### config.mk
export PLATFORM = sky130hd
export DESIGN_NAME = sccb_reg_sequencer_flat
export DESIGN_NICKNAME = d
export VERILOG_FILES = /design/src/rtl/sccb_reg_sequencer_if.sv /design/src/rtl/sccb_reg_sequencer.sv /design/src/flat_wrapper.sv
export SDC_FILE = /design/constraint.sdc
export NUM_CORES = 1
export LEC_CHECK = 0
export ABC_CLOCK_PERIOD_IN_PS = 2750
export CORE_MARGIN = 2
export CORE_UTILIZATION = 30
export DETAILED_ROUTE_END_ITERATION = 12
export SLEW_MARGIN = 20
export SYNTH_ARGS = -nofsm -noshare
export SYNTH_HDL_FRONTEND = slang
export SYNTH_SLANG_ARGS = --single-unit
### constraint.sdc
create_clock -name clk_25M -period 2.75 [get_ports clk_25M]
set_input_delay 0.825 -clock clk_25M [delete_from_list [all_inputs] [get_ports clk_25M]]
set_output_delay 0.825 -clock clk_25M [all_outputs]
set_load 0.005 [all_outputs]
### src/rtl/sccb_reg_sequencer_if.sv
`default_nettype none
// ============================================================================
// Module   : sccb_reg_sequencer_if
// Brief    : Command/response bus between the register sequencer and the
//            SCCB master (one-cycle start pulse, ready/read-data return).
// Revision : 1.0 - initial release
// ============================================================================
interface sccb_reg_sequencer_if #(
    parameter int ADDR_W = 8,
    parameter int DATA_W = 8
);
    logic              sccb_start;
    logic              sccb_we;
    logic [ADDR_W-1:0] sccb_address;
    logic [DATA_W-1:0] sccb_data;
    logic              sccb_ready;
    logic [DATA_W-1:0] sccb_rdata;

    modport master (
        output sccb_start,
        output sccb_we,
        output sccb_address,
        output sccb_data,
        input  sccb_ready,
        input  sccb_rdata
    );

    modport slave (
        input  sccb_start,
        input  sccb_we,
        input  sccb_address,
        input  sccb_data,
        output sccb_ready,
        output sccb_rdata
    );
endinterface
`default_nettype wire

### src/rtl/sccb_reg_sequencer.sv
`default_nettype none
// ============================================================================
// Module   : sccb_reg_sequencer
// Brief    : Walks a {addr,data} boot ROM (END / DELAY markers) into the SCCB
//            master, then serves runtime writes. Optional read-back verify
//            with retries is enabled by defining SCCB_VERIFY_EN.
// Revision : 1.0 - initial release
// ============================================================================
module sccb_reg_sequencer #(
    parameter int ADDR_W       = 8,
    parameter int DATA_W       = 8,
    parameter int ROM_AW       = 8,
    parameter int DELAY_CYCLES = 250000,
    parameter int MAX_RETRY    = 3
) (
    input  logic                     clk_25M,
    input  logic                     rst_n_25M,
    input  logic                     start,
    output logic [ROM_AW-1:0]        rom_address,
    input  logic [ADDR_W+DATA_W-1:0] rom_data,
    input  logic                     usr_valid,
    output logic                     usr_ready,
    input  logic [ADDR_W-1:0]        usr_addr,
    input  logic [DATA_W-1:0]        usr_data,
    sccb_reg_sequencer_if.master     sccb,
    output logic                     busy,
    output logic                     done,
    output logic                     err,
    output logic [7:0]               err_count
);
    localparam int c_WORD_W = ADDR_W + DATA_W;
    localparam int c_DLY_W  = $clog2(DELAY_CYCLES + 1);
    localparam logic [c_WORD_W-1:0] c_END_WORD   = '1;
    localparam logic [c_WORD_W-1:0] c_DELAY_WORD = {{(c_WORD_W-4){1'b1}}, 4'b0000};

    typedef enum logic [3:0] {
        S_IDLE      = 4'd0,
        S_FETCH     = 4'd1,
        S_DECODE    = 4'd2,
        S_ISSUE     = 4'd3,
        S_WAIT_LOW  = 4'd4,
        S_WAIT_HIGH = 4'd5,
        S_DELAY     = 4'd6,
        S_VERIFY    = 4'd7,
        S_USER      = 4'd8
    } state_t;

    state_t              r_state;
    logic [ROM_AW-1:0]   r_rom_addr;
    logic                r_sccb_start;
    logic [ADDR_W-1:0]   r_addr;
    logic [DATA_W-1:0]   r_data;
    logic                r_done;
    logic [c_DLY_W-1:0]  r_dly_cnt;
    logic                r_is_user;

`ifdef SCCB_VERIFY_EN
    localparam int c_RTY_W = (MAX_RETRY < 1) ? 1 : $clog2(MAX_RETRY + 1);

    logic                r_we;
    logic                r_reading;
    logic                r_err;
    logic [c_RTY_W-1:0]  r_retry;
    logic [7:0]          r_err_cnt;
    logic [DATA_W-1:0]   r_rdata;
`endif

    always_ff @(posedge clk_25M) begin
        if (!rst_n_25M) begin
            r_state      <= S_IDLE;
            r_rom_addr   <= '0;
            r_sccb_start <= 1'b0;
            r_addr       <= '0;
            r_data       <= '0;
            r_done       <= 1'b0;
            r_dly_cnt    <= '0;
            r_is_user    <= 1'b0;
`ifdef SCCB_VERIFY_EN
            r_we         <= 1'b0;
            r_reading    <= 1'b0;
            r_err        <= 1'b0;
            r_retry      <= '0;
            r_err_cnt    <= '0;
            r_rdata      <= '0;
`endif
        end else begin
            r_sccb_start <= 1'b0;
            case (r_state)
                S_IDLE: begin
                    if (start) begin
                        r_rom_addr <= '0;
                        r_done     <= 1'b0;
                        r_is_user  <= 1'b0;
`ifdef SCCB_VERIFY_EN
                        r_err      <= 1'b0;
                        r_err_cnt  <= '0;
`endif
                        r_state    <= S_FETCH;
                    end else if (r_done && usr_valid) begin
                        r_addr    <= usr_addr;
                        r_data    <= usr_data;
                        r_is_user <= 1'b1;
`ifdef SCCB_VERIFY_EN
                        r_reading <= 1'b0;
                        r_retry   <= '0;
`endif
                        r_state   <= S_USER;
                    end
                end

                S_FETCH: r_state <= S_DECODE;

                S_DECODE: begin
                    if (rom_data == c_END_WORD) begin
                        r_done  <= 1'b1;
                        r_state <= S_IDLE;
                    end else if (rom_data == c_DELAY_WORD) begin
                        // Counting down from DELAY_CYCLES, including the zero
                        // cycle, holds DELAY for DELAY_CYCLES+1 cycles.
                        r_dly_cnt  <= c_DLY_W'(DELAY_CYCLES);
                        r_rom_addr <= r_rom_addr + 1'b1;
                        r_state    <= S_DELAY;
                    end else begin
                        r_addr  <= rom_data[c_WORD_W-1:DATA_W];
                        r_data  <= rom_data[DATA_W-1:0];
`ifdef SCCB_VERIFY_EN
                        r_reading <= 1'b0;
                        r_retry   <= '0;
`endif
                        r_state <= S_ISSUE;
                    end
                end

                S_DELAY: begin
                    if (r_dly_cnt == '0) begin
                        r_state <= S_FETCH;
                    end else begin
                        r_dly_cnt <= r_dly_cnt - 1'b1;
                    end
                end

                S_USER: r_state <= S_ISSUE;

                S_ISSUE: begin
                    if (sccb.sccb_ready) begin
                        r_sccb_start <= 1'b1;
`ifdef SCCB_VERIFY_EN
                        r_we         <= ~r_reading;
`endif
                        r_state      <= S_WAIT_LOW;
                    end
                end

                S_WAIT_LOW: begin
                    if (!sccb.sccb_ready) begin
                        r_state <= S_WAIT_HIGH;
                    end
                end

                S_WAIT_HIGH: begin
                    if (sccb.sccb_ready) begin
`ifdef SCCB_VERIFY_EN
                        if (r_reading) begin
                            r_rdata <= sccb.sccb_rdata;
                            r_state <= S_VERIFY;
                        end else begin
                            r_reading <= 1'b1;
                            r_state   <= S_ISSUE;
                        end
`else
                        if (r_is_user) begin
                            r_state <= S_IDLE;
                        end else begin
                            r_rom_addr <= r_rom_addr + 1'b1;
                            r_state    <= S_FETCH;
                        end
`endif
                    end
                end

`ifdef SCCB_VERIFY_EN
                S_VERIFY: begin
                    if ((r_rdata != r_data) && (r_retry != c_RTY_W'(MAX_RETRY))) begin
                        r_retry   <= r_retry + 1'b1;
                        r_reading <= 1'b0;
                        r_state   <= S_ISSUE;
                    end else begin
                        // Retries exhausted: flag it and move on to the next word.
                        if (r_rdata != r_data) begin
                            r_err <= 1'b1;
                            if (r_err_cnt != 8'hFF) begin
                                r_err_cnt <= r_err_cnt + 1'b1;
                            end
                        end
                        if (r_is_user) begin
                            r_state <= S_IDLE;
                        end else begin
                            r_rom_addr <= r_rom_addr + 1'b1;
                            r_state    <= S_FETCH;
                        end
                    end
                end
`endif

                default: r_state <= S_IDLE;
            endcase
        end
    end

    assign rom_address       = r_rom_addr;
    assign sccb.sccb_start   = r_sccb_start;
    assign sccb.sccb_address = r_addr;
    assign sccb.sccb_data    = r_data;
    assign busy              = (r_state != S_IDLE);
    assign done              = r_done;
    assign usr_ready         = (r_state == S_IDLE) && r_done && !start;

`ifdef SCCB_VERIFY_EN
    assign sccb.sccb_we = r_we;
    assign err          = r_err;
    assign err_count    = r_err_cnt;
`else
    logic w_unused;

    assign sccb.sccb_we = 1'b1;
    assign err          = 1'b0;
    assign err_count    = 8'h00;
    assign w_unused     = &{1'b0, sccb.sccb_rdata, (MAX_RETRY > 0)};
`endif
endmodule
`default_nettype wire
### src/flat_wrapper.sv
// flat-port wrapper written by rule: the top's interface ports become plain ports
module sccb_reg_sequencer_flat 
#(
    parameter int ADDR_W       = 8,
    parameter int DATA_W       = 8,
    parameter int ROM_AW       = 8,
    parameter int DELAY_CYCLES = 250000,
    parameter int MAX_RETRY    = 3
)
  (clk_25M, rst_n_25M, start, rom_address, rom_data, usr_valid, usr_ready, usr_addr, usr_data, busy, done, err, err_count, sccb_sccb_start, sccb_sccb_we, sccb_sccb_address, sccb_sccb_data, sccb_sccb_ready, sccb_sccb_rdata);
  sccb_reg_sequencer_if #(.ADDR_W(ADDR_W), .DATA_W(DATA_W)) sccb_i ();
  input  logic clk_25M;
  input  logic rst_n_25M;
  input  logic start;
  output logic [ROM_AW-1:0] rom_address;
  input  logic [ADDR_W+DATA_W-1:0] rom_data;
  input  logic usr_valid;
  output logic usr_ready;
  input  logic [ADDR_W-1:0] usr_addr;
  input  logic [DATA_W-1:0] usr_data;
  output logic busy;
  output logic done;
  output logic err;
  output logic [7:0] err_count;
  output wire logic [$bits(sccb_i.sccb_start)-1:0] sccb_sccb_start;
  output wire logic [$bits(sccb_i.sccb_we)-1:0] sccb_sccb_we;
  output wire logic [$bits(sccb_i.sccb_address)-1:0] sccb_sccb_address;
  output wire logic [$bits(sccb_i.sccb_data)-1:0] sccb_sccb_data;
  input wire logic [$bits(sccb_i.sccb_ready)-1:0] sccb_sccb_ready;
  input wire logic [$bits(sccb_i.sccb_rdata)-1:0] sccb_sccb_rdata;
  assign sccb_sccb_start = sccb_i.sccb_start;
  assign sccb_sccb_we = sccb_i.sccb_we;
  assign sccb_sccb_address = sccb_i.sccb_address;
  assign sccb_sccb_data = sccb_i.sccb_data;
  assign sccb_i.sccb_ready = sccb_sccb_ready;
  assign sccb_i.sccb_rdata = sccb_sccb_rdata;
  sccb_reg_sequencer #(.ADDR_W(ADDR_W), .DATA_W(DATA_W), .ROM_AW(ROM_AW), .DELAY_CYCLES(DELAY_CYCLES), .MAX_RETRY(MAX_RETRY)) u_core (.clk_25M(clk_25M), .rst_n_25M(rst_n_25M), .start(start), .rom_address(rom_address), .rom_data(rom_data), .usr_valid(usr_valid), .usr_ready(usr_ready), .usr_addr(usr_addr), .usr_data(usr_data), .sccb(sccb_i), .busy(busy), .done(done), .err(err), .err_count(err_count));
endmodule
==> impl_metrics.yaml <==
status:
  status: "completed"
timing:
  rsz0062_at_grt: "false"
  drv_slew: 0
  fin_tns_setup_ns: 0
  skew_ns: 0.008181
  tightest_slew_ns: 0.6980
  finalCritPeriodShare: 0.9742
  setup_violations: 0
  fin_crit_ns: 2.679
  hold_viol: 0
  relSlewSlack: 0.5342
  fmax_mhz: 373.3
setup_path:
  crit_family: "buffers and inverters"
  critPathKind: "in2out"
  cp.buffers_inverters: 2
  startpoint_type: "input pin"
  crit_fanout: 2
  cp_slowest_cell: "clkdlybuf4s50_1"
  cp.required_ns: 1.93
  ff2ff_path_depth: 8
  cp_cell_sequence: "dlygate4sd2_1 > nor2_4 > and2_1 > clkdlybuf4s50_1"
  cp.arrival_ns: 1.85
  critPathMaxStageDelay_ns: 0.49
  endpoint_kind: "primary output"
  cp.depth: 4
drt:
  finalWirelength_um: 7450
  vias: 2701
  wl_per_cell_um: 14.03
  wl_met3_um: 321
  first_pass_iters: 5
  viasPerCell: 5.087
  drc_errors: 0
  wl_met1_um: 3443
  postRouteAntennaNets: 0
  drt_iter0_markers: 114
  wl_met2_um: 3654
  top_layer_used: "met4"
clocking:
  clock_sinks: 49
  numCtsBuffers: 5
  cts.htree.levels: 2
  cts-root-buf: "clkbuf_8"
  clkTransAtPathRegs_ns: 0.10
  clk_path_buf_depth: 2
  insertion_delay_ns: 0.31
  cts_tree: "built"
yosys:
  ys_seq_area_frac: 0.3583
  yosysUniqueCellTypes: 55
  synth_area_sq_mm: 0.002738
  synth_top_area_cell: "dfxtp_1"
  synthTopCellsByArea: "dfxtp_1 (36%), nor2_1 (9.3%), o221a_2 (7.0%)"
  synthFlopType: "dfxtp_1"
  netlist_instances: 337
  synth_seq_cells: 49
  avgSynthCellArea_sq_um: 8.124
  synth_edf_count: 0
  ys_warn_count: 0
  yosysTopAreaCellShare: 0.3583
  synthArstFlopShare: 0
floorplan:
  io_pins: 83
  num_rows: 34
  die-area_sq_mm: 0.009905
  initial_core_util: 0.3109
  core_region_area_sq_mm: 0.008806
  die_h_um: 99.53
  fp.dieW_um: 99.53
global_routing:
  gr-usage-all-layers: 0.1512
  grt_pass1_wl_um: 12470
  grt_max_degree: 29
  antenna_found_initial: 0
  grt-ovfl-total: 0
  grt_pass1_vias: 2588
placement:
  post-dp-hpwl_um: 5516
  numPortBuffers: 64
  place_congestion: 0.8375
power:
  ir_drop_uv: 310.4
  p_per_area_mw_per_mm2: 750.2
  p_leak_nw: 1.555
finish:
  n_fill_cell: 889
  fin_nets: 469
  post-route-util: 0.4298
  drive_gt1_frac: 0.1820
  multi_input_area_sq_mm: 0.001647
  most-common-layout-cells: "nor2_1 (68), clkdlybuf4s50_1 (59), dfxtp_1 (48), buf_4 (33), nand2_1 (20)"
  areaGrowthSynthToFinish_pct: 38.25
  antenna_cells: 0
  regArea_sq_um: 982.2
  layout_commonest_cell: "nor2_1"
hold_path:
  whs_path_depth: 2
  hold_class: "reg2reg"
flow_run:
  drv_cap: 0
[layer usage]
metal	vias to the layer above	global-route usage
met5	-	0
met4	0	0.01897
met3	4	0.03233
met2	59	0.2568
met1	1262	0.2032
li1	1376	-
[worst reg2reg max path: stages, from the launching register on]
cell	delay, ns
dfxtp_1	0.31
inv_1	0.09
ha_1	0.19
nor3b_1	0.41
nand4_1	0.21
o21ai_1	0.30
buf_4	0.21
o311a_1	0.23
mux2i_1	0.20
[metrics by stage]
| step | hold slack [ns] | power, mW | area (sq um) | worst slack (ns) | std cells |
|---|---|---|---|---|---|
| final | 0.4899 | 2.839 | 3785 | 0.07096 | 531 |
| after global routing | 0.5173 | 3.044 | 3785 | 0.01258 | 531 |
| after CTS | 0.4972 | 2.801 | 3729 | 0.005750 | 529 |
| after detailed placement | 0.4813 | 2.343 | 3635 | -0.2577 | 521 |
| after global placement | 0.4673 | 2.319 | 3635 | -0.2427 | 521 |
| after floorplan | 0.4529 | 1.719 | 2768 | 0.2710 | 345 |
[final timing paths]
kind	slack, ns	end	from
max	0.07	usr_ready	start
min reg2reg	0.49	u_core.rom_address[7]	u_core.rom_address[7]
min	0.49	u_core.rom_address[7]	u_core.rom_address[7]
max reg2reg	0.53	u_core.r_state[2]	u_core.r_dly_cnt[0]
[cell families (layout without fill, tap and decap cells)]
family          count (synthesis)  after routing  share of synthesized area
compound gates                 77             77                     0.2198
buf+inv                        35            113                    0.06399
xor+xnor                       10             10                    0.03199
other cells                     2             10                   0.002743
simple gates                  160            160                     0.3067
flops                          49             49                     0.3583
fa+ha+maj                       2              2                   0.009139
mux                             2              2                   0.007313
[what timing repair did]
action,CTS,global route
resized for setup,3,11
hold endpoints to repair,0,0
setup buffers,0,2
pin swaps,1,8
hold buffers,0,0
setup endpoints to repair,1,9
[state kept, by name, indices dropped and copies added (netlist names)]
name / count
u_core.sccb.sccb_start: 1
u_core.r_is_user: 1
u_core.done: 1
u_core.r_state: 4
u_core.r_dly_cnt: 18
u_core.sccb.sccb_data: 8
u_core.sccb.sccb_address: 8
u_core.rom_address: 8
[report_power, final]
group | switching, mW | internal (mW)
Clock | 0.257 | 0.176
Sequential | 0.0980 | 0.860
Combinational | 0.673 | 0.775
[cell type report]
cell class | instances | area share
multi-input cells | 261 | 0.4350
flip-flops and latches | 49 | 0.2595
clock inverters | 3 | 0.004628
inverters | 7 | 0.006942
well taps | 108 | 0.03570
clock buffers | 5 | 0.01818
repair buffers | 98 | 0.2400
[Yosys cell counts, types with 3 or more instances]
master    count
dfxtp_1      49
a21oi_1      17
nand3_1      11
or4_1         8
o221a_2      17
or3_1         6
o21ai_0       9
clkbuf_1     15
o211a_1       3
xor2_1        7
buf_4        11
nand4_1       7
nor4_1        4
nand2_1      21
o31ai_1       3
nor3_1        3
a31oi_1       7
xnor2_1       3
nor3b_1       6
o211ai_1      5
and2_1        3
nor2_1       68
inv_1         7
and3_1        3
Note: power is estimated with default switching activity, not from simulation.
==> patch 1: new RTL, same flow settings <==
Add a define of `SCCB_VERIFY_EN`.
--- a/src/rtl/sccb_reg_sequencer.sv
+++ b/src/rtl/sccb_reg_sequencer.sv
@@ -7,4 +7,6 @@
 // Revision : 1.0 - initial release
 // ============================================================================
+`define SCCB_VERIFY_EN
+
 module sccb_reg_sequencer #(
     parameter int ADDR_W       = 8,
Function: changed (Yosys sat finds a counterexample within 4 cycles, from zero or initial values and one cycle with rst_n_25M low).
==> patch 1 against the original RTL <==
- critical path depth up 5
- maximum frequency rose by 0.18%
- wire length up 52%
- sequential cell count up 21
- synthesized area up 40%
- setup slack better by 4.8 ps
- design area grew 46%
- utilization increased by 0.88 points
- total power down 6.6%
- critical path type is now in -> reg
- largest cell class unchanged
==> patch 1: results (changes against the original RTL) <==
- The power density over cell area is 481 mW/mm² (-36%).
- Leakage: 2.09 nW (+35%)
- Arrival time of the worst setup path: 2870 ps (+1020 ps)
- Maximum number of pins on one net before global-route repair: 33 (+14%)
* IR drop worst, VDD: 0.369 mV (+19%)
- Adder and majority gate portion of the synthesized area: 0.0163 (+0.00716)
* Routability cong.: 0.798 (-4.7%)
* Avg Vias per Cell: 5.28 (+3.8%)
* Worst clock skew: 4.71 ps (-3.47 ps)
- Met2 Wirelength: 5490 µm (+50%)
* WL met1: 5250 µm (+52%)
* Count of cells resized by post-cts repair: 6 (+3)
* Cells taking the most area after synthesis: dfxtp_1 (37%), nand2_1 (5.6%), nor2_1 (4.6%)
* Instance area after placement: 0.00511 mm² (+41%)
* Fraction of met2 tracks used by global routing: 0.296 (+0.0388)
- The clock-pin transition on the worst setup and hold timing paths was 60 ps (-40 ps).
- The total detailed-routing wirelength was 11400 µm (+52%).
- DP Wirelength: 8310 µm (+51%)
- Via count of the first global-routing pass: 3777 (+46%)
- On the critical path, the stage with the largest delay is an instance of or4_4.
* Worst rel slew slack: 0.556 (+0.0223)
* Xor/xnor share of the synthesized area: 0.0388 (+0.00679)
* Switching Fraction: 0.235 (-0.127)
- The overall track demand over capacity in global routing was 0.172 (+0.0209).
* Count of fill cells added during filler insertion: 1258 (+42%)
* Clock latency reported for the late side of the worst-skew pair: 330 ps (+20 ps)
- Leading post-synthesis cells by instance count: dfxtp_1 (70), nand2_1 (57), nor2_1 (47)
- The multiplexer share of the synthesized area came to 0.0417 (+0.0344).
* Met1 demand-to-capacity share in global routing: 0.216 (+0.0128)
* Cell at the root of the clock tree: clkbuf_16
- The detailed-routed wire length on met3 was 474 µm (+48%).
- The global-route wire length before repair came to 18600 µm (+49%).
* Fraction of layout instances using a drive strength above 1: 0.154 (-0.0283)
- Outcome: finished clean
- The largest stage delay on the critical path came to 570 ps (+80 ps).
* Sequential area share after synthesis: 0.365 (+0.00674)
[patch 1: through the flow]
| stage | std cells | hold WS, ps | setup slack, ps | power (mW) |
|---|---|---|---|---|
| after floorplan | 470 | 429 | 35.5 | 1.22 |
| after global placement | 735 | 453 | -490 | 1.40 |
| after detailed placement | 735 | 461 | -549 | 1.40 |
| after CTS | 750 | 469 | 2.14 | 2.67 |
| after global routing | 751 | 480 | -1.02 | 2.76 |
| final | 751 | 471 | 75.8 | 2.65 |
[patch 1: cell type report]
| cell class | instances | share of cell area |
|---|---|---|
| clock inverter | 6 | 0.0154 |
| timing repair buffer | 126 | 0.215 |
| clock buffer | 10 | 0.0433 |
| sequential | 70 | 0.254 |
| multi-input combinational | 356 | 0.426 |
| tap | 172 | 0.0390 |
| inverter | 11 | 0.00749 |
[patch 1: cell families after synthesis]
kind of cell	Yosys count
xor gates and xnor gates	17
and+or+nand+nor	212
buffers and inverters	44
AOI/OAI and AO/OA	106
DFF	70
muxes	16
adders and majority gates	5
[patch 1: power groups by stage]
| stage | clock network, mW | registers (mW) | logic (mW) |
|---|---|---|---|
| final | 1.26 | 1.05 | 0.340 |
| after global routing | 1.33 | 1.05 | 0.371 |
| after CTS | 1.29 | 1.05 | 0.333 |
| after detailed placement | 0 | 1.07 | 0.329 |
| after global placement | 0 | 1.07 | 0.325 |
| after floorplan | 0 | 1.07 | 0.150 |
[patch 1: path summary, 6_finish.rpt]
kind / endpoint / cells past startpoint / from / slack, ps
worst max register to register: u_core.r_dly_cnt[5] / 5 / u_core.r_dly_cnt[2] / 320
worst max-delay path: u_core.sccb.sccb_address[6] / 9 / rom_data[3] / 80
worst min-delay path: u_core.r_retry[1] / 2 / u_core.r_retry[1] / 470
worst min register to register: u_core.r_retry[1] / 2 / u_core.r_retry[1] / 470
==> patch 2: new RTL, config.mk and constraints unchanged <==
Made on the original files. Re-encode `state_t` (9 states) as one-hot, 9 bits wide.
--- a/src/rtl/sccb_reg_sequencer.sv
+++ b/src/rtl/sccb_reg_sequencer.sv
@@ -34,14 +34,14 @@
     localparam logic [c_WORD_W-1:0] c_DELAY_WORD = {{(c_WORD_W-4){1'b1}}, 4'b0000};
 
-    typedef enum logic [3:0] {
-        S_IDLE      = 4'd0,
-        S_FETCH     = 4'd1,
-        S_DECODE    = 4'd2,
-        S_ISSUE     = 4'd3,
-        S_WAIT_LOW  = 4'd4,
-        S_WAIT_HIGH = 4'd5,
-        S_DELAY     = 4'd6,
-        S_VERIFY    = 4'd7,
-        S_USER      = 4'd8
+    typedef enum logic [8:0] {
+        S_IDLE      = 9'b000000001,
+        S_FETCH     = 9'b000000010,
+        S_DECODE    = 9'b000000100,
+        S_ISSUE     = 9'b000001000,
+        S_WAIT_LOW  = 9'b000010000,
+        S_WAIT_HIGH = 9'b000100000,
+        S_DELAY     = 9'b001000000,
+        S_VERIFY    = 9'b010000000,
+        S_USER      = 9'b100000000
     } state_t;
 
Behaviour: same outputs for any inputs over 10 cycles, from zero or initial values and one cycle with rst_n_25M low; not proved beyond that.
==> patch 2 against the original RTL <==
- synthesized cell count rose by 12%
- register-to-register slack got worse by 270 ps
- sequential cell count rose by 4
- synthesized area rose by 11%
- design area rose by 14%
- combinational power fell by 38%
- maximum frequency rose by 4.1%
- worst hold slack got worse by 12 ps
- wire length rose by 14%
- clock skew rose by 4.0 ps
- total power fell by 13%
- setup slack improved by 110 ps
- largest cell class unchanged
==> patch 2: results (changes against the original RTL) <==
- The signal arrival time at the worst endpoint came to 2820 ps (+970 ps).
- Internal power: 1.63 mW (-10%)
- The number of filler cells placed in the layout is 1035 (+16%).
* Fraction of layout instances using a drive strength above 1: 0.167 (-0.0150)
* Reported clock group power: 652 µW (+51%)
- Wire length of the first global-routing pass: 14200 µm (+14%)
* GRT Resource Usage Total: 0.154 (+0.00306)
- Maximum number of pins on one net before global-route repair: 31 (+6.9%)
* Fraction of the mapped netlist area in compound gates: 0.235 (+0.0154)
* DR iter-0 viols: 139 (+22%)
- The flow ran to the end, and the final reports show no timing, DRC or antenna violations.
* Cell at the root of the clock tree: clkbuf_8
- Yosys cell types: 54 (-1.8%)
* DR WL/cell: 14.0 µm (about the same)
- The routability-driven placement congestion ratio is 0.834 (-0.43%).
- In the post-synthesis netlist, the biggest area contributors are dfxtp_1 (35%), nand2_1 (5.8%), a21oi_1 (4.3%).
- The half-perimeter wire length of the detailed placement result came to 6190 µm (+12%).
- The slew at the pin closest to its max-slew limit came to 736 ps (+38.3 ps).
- The parity-gate share of the synthesized area counting xor and xnor cells is 0.00575 (-0.0262).
- The worst clock skew on the final layout was 12.2 ps (+4.04 ps).
* IR drop worst, VDD: 0.238 mV (-23%)
- The largest stage delay on the critical path is 550 ps (+60 ps).
- Multiplexer share of the synthesized area: 0.0197 (+0.0124)
- Sequential Power: 901 µW (-5.9%)
- The detailed-routing iteration count for the pre-antenna-repair pass was 4 (-1).
- Adder and majority gate portion of the synthesized area: 0.00821 (-0.000931)
- Leading post-synthesis cells by instance count: dfxtp_1 (53), nand2_1 (47), a21oi_1 (26)
- Via count of the first global-routing pass: 3062 (+18%)
- The pre-CTS setup slack came to -421 ps (-164 ps).
- Net total in the final layout: 519 (+11%)
- In this design, the largest share of critical-path delay is due to simple AND/OR/NAND/NOR gates.
- Maximum net fanout on the critical path: 3 (+1)
patch 2: cells by family (layout without fill, tap and decap cells):
family,count (synthesis),in the layout
flops,53,53
compound gates,107,107
fa+ha+maj,2,2
buf+inv,42,128
xor+xnor,2,2
mux,6,6
simple gates,165,165
other cells,2,10
patch 2: worst paths after layout:
path                                               start                       end  slack, ps  cells after the start
worst max-delay path                        rom_data[13]       u_core.r_dly_cnt[9]        180                      6
worst min register to register  u_core.sccb.sccb_data[5]  u_core.sccb.sccb_data[5]        480                      1
worst max register to register       u_core.r_dly_cnt[0]      u_core.r_dly_cnt[14]        260                      7
worst min-delay path            u_core.sccb.sccb_data[5]  u_core.sccb.sccb_data[5]        480                      1
patch 2: repair_timing:
action                     CTS  global route
gates cloned                 0             1
setup endpoints to repair    9            15
buffers inserted             0             3
gates resized for setup      3            27
pin swaps                    1            12
hold endpoints to repair     0             0
patch 2: final cells by class:
cell class              count  share of cell area
repair buffers            109               0.242
well taps                 133              0.0386
clock buffers               5              0.0160
clock inverters             3              0.0160
multi-input cells         292               0.431
flip-flops and latches     53               0.246
inverters                  11             0.00958
patch 2: metal layers:
metal / wire [µm] / GRT usage / vias to the layer above
li1: - / - / 1585
met1: 4010 / 0.202 / 1483
met2: 3910 / 0.252 / 72
met3: 508 / 0.0368 / 6
met4: 57 / 0.0448 / 0
met5: 0 / 0 / -
patch 2: stage by stage:
step           cells  cell area [µm²]  total power, mW  utilization
2_1_floorplan    387             3080             1.47            -
3_3_place_gp     594             4050             1.76        0.412
3_5_place_dp     594             4050             1.78        0.412
4_1_cts          602             4190             2.43        0.427
5_1_grt          606             4310             2.61        0.439
6_report         606             4310             2.46        0.439
